--- src/rtl/lsu_ctrl.sv ---
// lsu_ctrl: RV64I load/store unit in front of a 64-bit word memory.
// Ports: req_* pipeline op in, resp_* completion out, mem_* memory pins.
module lsu_ctrl #(
  parameter int XLEN = 64
) (
  input  logic            clk,
  input  logic            rst,
  input  logic            req_valid,
  output logic            req_ready,
  input  logic            req_store,
  input  logic [2:0]      req_funct3,
  input  logic [XLEN-1:0] req_addr,
  input  logic [XLEN-1:0] req_wdata,
  output logic            resp_valid,
  output logic [XLEN-1:0] resp_rdata,
  output logic            resp_err,
  output logic [XLEN-1:0] mem_addr,
  output logic [XLEN-1:0] mem_wdata,
  output logic            mem_read,
  output logic            mem_write,
  input  logic [XLEN-1:0] mem_rdata
);

  typedef enum logic [1:0] {
    IDLE,
    RD_REQ,
    RD_WAIT,
    WR
  } state_t;

  state_t state, state_n;

  logic            st_q;
  logic [2:0]      f3_q;
  logic [2:0]      off_q;
  logic [31:0]     wd_q;
  logic            accept;
  logic            bad_op;
  logic            misal;
  logic            fault;
  logic [5:0]      sh;
  logic [XLEN-1:0] lane;
  logic [XLEN-1:0] ld_val;
  logic [XLEN-1:0] msk;
  logic [XLEN-1:0] ins;
  logic [XLEN-1:0] merged;

  assign req_ready = (state == IDLE);
  assign mem_read  = (state == RD_REQ);
  assign mem_write = (state == WR);
  assign accept    = req_valid && req_ready;
  assign fault     = bad_op || misal;
  assign sh        = {off_q, 3'b000};
  assign lane      = mem_rdata >> sh;

  always_comb begin
    bad_op = req_store ? req_funct3[2]
                       : (req_funct3 == 3'b111);
    unique case (req_funct3[1:0])
      2'b01:   misal = req_addr[0];
      2'b10:   misal = |req_addr[1:0];
      2'b11:   misal = |req_addr[2:0];
      default: misal = 1'b0;
    endcase
  end

  always_comb begin
    ld_val = '0;
    unique case (f3_q)
      3'b000: ld_val = {{56{lane[7]}}, lane[7:0]};
      3'b001: ld_val = {{48{lane[15]}}, lane[15:0]};
      3'b010: ld_val = {{32{lane[31]}}, lane[31:0]};
      3'b011: ld_val = lane;
      3'b100: ld_val = {56'b0, lane[7:0]};
      3'b101: ld_val = {48'b0, lane[15:0]};
      3'b110: ld_val = {32'b0, lane[31:0]};
      default: ld_val = '0;
    endcase
  end

  // Sub-doubleword store: splice the new lane into the old word.
  always_comb begin
    msk = '0;
    unique case (f3_q[1:0])
      2'b00:   msk = 64'h0000_0000_0000_00FF;
      2'b01:   msk = 64'h0000_0000_0000_FFFF;
      default: msk = 64'h0000_0000_FFFF_FFFF;
    endcase
    msk    = msk << sh;
    ins    = {32'b0, wd_q} << sh;
    merged = (mem_rdata & ~msk) | (ins & msk);
  end

  always_comb begin
    state_n = state;
    unique case (state)
      IDLE: begin
        if (accept && !fault) begin
          if (req_store && req_funct3[1:0] == 2'b11)
            state_n = WR;
          else
            state_n = RD_REQ;
        end
      end
      RD_REQ:  state_n = RD_WAIT;
      RD_WAIT: state_n = st_q ? WR : IDLE;
      WR:      state_n = IDLE;
      default: state_n = IDLE;
    endcase
  end

  always_ff @(posedge clk or negedge rst) begin
    if (!rst) begin
      state      <= IDLE;
      st_q       <= 1'b0;
      f3_q       <= '0;
      off_q      <= '0;
      wd_q       <= '0;
      resp_valid <= 1'b0;
      resp_err   <= 1'b0;
      resp_rdata <= '0;
      mem_addr   <= '0;
      mem_wdata  <= '0;
    end else begin
      state      <= state_n;
      resp_valid <= 1'b0;
      resp_err   <= 1'b0;
      if (accept) begin
        st_q  <= req_store;
        f3_q  <= req_funct3;
        off_q <= req_addr[2:0];
        wd_q  <= req_wdata[31:0];
        if (fault) begin
          resp_valid <= 1'b1;
          resp_err   <= 1'b1;
          resp_rdata <= '0;
        end else begin
          mem_addr <= {req_addr[XLEN-1:3], 3'b000};
          if (req_store)
            mem_wdata <= req_wdata;
        end
      end
      if (state == RD_WAIT) begin
        if (st_q) begin
          mem_wdata <= merged;
        end else begin
          resp_valid <= 1'b1;
          resp_rdata <= ld_val;
        end
      end
      if (state == WR) begin
        resp_valid <= 1'b1;
        resp_rdata <= '0;
      end
    end
  end

endmodule

--- config.mk ---
export PLATFORM = sky130hd
export DESIGN_NAME = lsu_ctrl
export DESIGN_NICKNAME = d
export VERILOG_FILES = /design/src/rtl/lsu_ctrl.sv
export SDC_FILE = /design/constraint.sdc
export NUM_CORES = 1
export LEC_CHECK = 0
export BUFFER_PORTS_ARGS = -buffer_cell sky130_fd_sc_hd__buf_2
export CAP_MARGIN = 25
export CORE_MARGIN = 1
export CORE_UTILIZATION = 25
export DETAILED_ROUTE_END_ITERATION = 8
export PLACE_DENSITY = 0.51
export SLEW_MARGIN = 30
export SYNTH_ARGS = -nofsm -noshare
export SYNTH_HDL_FRONTEND = slang
export SYNTH_SLANG_ARGS = --single-unit
--- constraint.sdc ---
create_clock -name clk -period 5.6 [get_ports clk]
set_input_delay 0.84 -clock clk [delete_from_list [all_inputs] [get_ports clk]]
set_output_delay 0.84 -clock clk [all_outputs]
set_load 0.02 [all_outputs]
==> metrics.log <==
[metrics] outcome: complete, no violations
[metrics] PD cells: 661 mW/mm^2
[metrics] drc violations: 0
[metrics] register bit count reported by yosys: 232
[metrics] CTS clock-pin slew for the worst setup and hold paths: 0.07 ns
[metrics] required time worst endpoint: 6.05 ns
[metrics] biggest area contributors in the synthesized netlist: sky130_fd_sc_hd__dfrtp_1, sky130_fd_sc_hd__mux2_2, sky130_fd_sc_hd__mux2i_1
[metrics] top flip-flop cell by instance count after synthesis: sky130_fd_sc_hd__dfrtp_1
[metrics] final routed wire length divided by cell count: 25.1 um
[metrics] die area: 0.0501 mm^2
[metrics] post-layout util: 32.7%
[metrics] width of the die: 224 um
[metrics] highest routed layer: met5
[metrics] core region area: 0.0481 mm^2
[metrics] netlist area before placement: 0.0123 mm^2
[metrics] Worst Max-Slew Pin Slew: 0.990 ns
[metrics] via count of the first global-routing pass: 11000
[metrics] largest driver fanout on the critical path: 32
[metrics] post-cts resize count: 0
[metrics] Sum Neg Setup Slack: 0 ns
[metrics] async set-or-reset flop fraction in the synthesized netlist: 100%
[metrics] RSZ-0062 raised after global routing: no
[metrics] Setup Fix Bufs, Post-CTS: 0
[metrics] syn avg cell area: 11.1 um^2
[metrics] All-Layer GR Usage: 21.0%
[metrics] number of top-level pins: 396
[metrics] starting density of the core: 25.5%
[metrics] final number of hold-violating endpoints: 0
[metrics] clock insertion delay at the later pin of the skew report: 0.57 ns
[metrics] Site Rows: 80
[metrics] number of violations reported at the end of detailed-routing iteration 0: 959
[metrics] DRT Pass-1 Iters: 5
[metrics] Max IR drop VDD: 0.356 mV
[metrics] total cell area at the placement stage: 0.0148 mm^2
[metrics] overall overflow remaining after global route: 0
[metrics] buffers added on ports: 392
[metrics] cell taking the most area after synthesis: sky130_fd_sc_hd__dfrtp_1
[metrics] leakage dissipation: 7.55 nW
[metrics] vertical die dimension: 224 um
[metrics] deepest clock path buffer count: 3
[metrics] maximum clock frequency: 0.296 GHz
[metrics] sinks on the clock net: 232
[metrics] hold bufs inserted after CTS: 0
[metrics] net count of the finished layout: 1655
[metrics] worst hold path type: input port to asynchronous set/reset pin
[metrics] number of enable-type register cells in the synthesized netlist: 0
[metrics] Met1 Routed Length: 22900 um
[metrics] H-tree depth reported by CTS: 1
[metrics] area delta synth->final: 28.1%
[metrics] Cell variety after synth: 60
[metrics] Crit Path Category: flop to flop
[metrics] largest net degree at the start of global routing: 100
[metrics] area share of the leading cell type in the synthesized netlist: 47.2%
[metrics] max-cap check violation count: 0
[metrics] half-perimeter wire length after placement: 42300 um
[metrics] final worst clock skew: 0.0286 ns
[metrics] Startpoint Class: flop
[metrics] met3 layer wire length in the routed design: 5370 um
[metrics] Cells after Synth: 1112
[metrics] data arrival time of the critical path: 3.82 ns
[metrics] Min Clock Period, post-route: 3.37 ns
[metrics] fraction of the cycle the final worst path needs: 60.3%
[metrics] Root Driver: sky130_fd_sc_hd__clkbuf_16
[metrics] Post-Route WL: 53800 um
[metrics] number of endpoints failing setup at the final stage: 0
[metrics] wire length of the first global-routing pass: 77500 um
[metrics] length of routed met2 wiring: 24200 um
[metrics] relative slew slack: 33.7%
[metrics] number of max-slew violations in the final report: 0
[metrics] sequential share of the synthesized area: 47.2%
[metrics] layout cells sized above 1: 41.3%
[metrics] CTS tree: yes
[metrics] TritonCTS buffer count: 28
[metrics] antenna violations before repair: 18
[metrics] post-route antenna net violation count: 0
[metrics] finished layout cell area: 0.0158 mm^2
[metrics] Syn. warnings: 0
[metrics] Worst setup EP type: flop
[metrics] global placement routability congestion: 0.901
[metrics] total number of vias: 11100
[metrics] DR vias/cell: 5.19
[layer usage]
layer,vias up,GRT usage (%)
met5,-,0
met4,20,4.82
met3,79,7.02
met2,560,32.9
met1,5574,27.8
li1,4876,-
[cell type report]
type	count	area [um^2]
antenna	8	20.0
clock buffer	43	848
clock inverter	8	73.8
fill	4976	32400
inverter	15	56.3
multi-input combinational	771	6000
sequential	232	5810
tap	656	821
timing repair buffer	408	2120
[logic make-up after synthesis]
logic type      after synthesis  synth area share (%)
flops                       232                  47.2
other cells                   1                0.0305
simple gates                212                  7.87
compound gates              315                  18.2
mux                         241                  22.3
buf+inv                     111                  4.32
[registers in the layout (all words and copies together) (netlist names)]
name and cells:
f3_q 3, mem_addr 61, mem_wdata 64, off_q 3
resp_err 1, resp_rdata 64, resp_valid 1, st_q 1
state 2, wd_q 32
[synth_stat cells, types with 8 or more instances]
| cell type | instances |
|---|---|
| sky130_fd_sc_hd__a221o_1 | 39 |
| sky130_fd_sc_hd__buf_2 | 20 |
| sky130_fd_sc_hd__a22o_1 | 12 |
| sky130_fd_sc_hd__o211ai_1 | 8 |
| sky130_fd_sc_hd__buf_6 | 8 |
| sky130_fd_sc_hd__o21ai_0 | 30 |
| sky130_fd_sc_hd__mux2i_1 | 105 |
| sky130_fd_sc_hd__and3_1 | 10 |
| sky130_fd_sc_hd__a211oi_1 | 15 |
| sky130_fd_sc_hd__dfrtp_1 | 232 |
| sky130_fd_sc_hd__nand2_1 | 120 |
| sky130_fd_sc_hd__o2bb2ai_1 | 17 |
| sky130_fd_sc_hd__clkbuf_1 | 50 |
| sky130_fd_sc_hd__o22ai_1 | 20 |
| sky130_fd_sc_hd__buf_1 | 10 |
| sky130_fd_sc_hd__a21oi_1 | 82 |
| sky130_fd_sc_hd__a211o_1 | 8 |
| sky130_fd_sc_hd__inv_1 | 14 |
| sky130_fd_sc_hd__mux2_2 | 119 |
| sky130_fd_sc_hd__buf_4 | 8 |
| sky130_fd_sc_hd__nor2_1 | 46 |
| sky130_fd_sc_hd__a32oi_1 | 8 |
| sky130_fd_sc_hd__a22oi_1 | 43 |
| sky130_fd_sc_hd__mux4_2 | 14 |
[where the power goes]
| part | total, mW | switching (mW) | internal (mW) |
|---|---|---|---|
| registers | 3.14 | 0.699 | 2.44 |
| clock network | 1.83 | 0.750 | 1.08 |
| logic | 5.43 | 3.36 | 2.07 |
| total | 10.4 | 4.81 | 5.59 |
[critical path: stages (launching register included)]
cell                       delay [ns]
sky130_fd_sc_hd__dfrtp_1         0.70
sky130_fd_sc_hd__buf_4           0.42
sky130_fd_sc_hd__nand2b_1        0.45
sky130_fd_sc_hd__o22ai_1         0.24
sky130_fd_sc_hd__o21ai_2         0.55
sky130_fd_sc_hd__nand3_4         0.47
sky130_fd_sc_hd__a211o_1         0.41
[path summary, 6_finish.rpt]
check / from / endpoint / slack (ns) / cells past startpoint
max in group asynchronous: rst / mem_addr[19] / 4.09 / 2
worst max register to register: off_q[2] / resp_rdata[55] / 2.23 / 6
min in group clk: resp_rdata[33] / resp_rdata[33] / 0.48 / 1
worst max-delay path: off_q[2] / resp_rdata[55] / 2.23 / 6
worst min register to register: resp_rdata[33] / resp_rdata[33] / 0.48 / 1
worst min-delay path: rst / mem_wdata[32] / 0.22 / 1
[layout by cell type, fill, tap and decap left out, drive strengths merged, types with 33 or more instances in the layout]
master	synthesis	layout
a22oi	43	43
mux2	122	122
a21oi	83	83
clkbuf	50	43
nor2	46	46
nand2	121	121
o21ai	33	33
a221o	39	39
buf	46	408
mux2i	105	105
dfrtp	232	232
[metrics by stage]
stage               power (mW)  cells  worst slack (ns)  hold WS, ns
CTS                       10.5   2133              2.28        0.250
floorplan                 6.62   1114              3.18        0.502
global route              11.0   2134              2.04        0.269
detailed placement        8.57   2082              2.00        0.475
finish                    10.4   2141              2.23        0.217
global placement          8.48   2081              2.05        0.470
No activity file was read; power rests on OpenSTA's default activity.
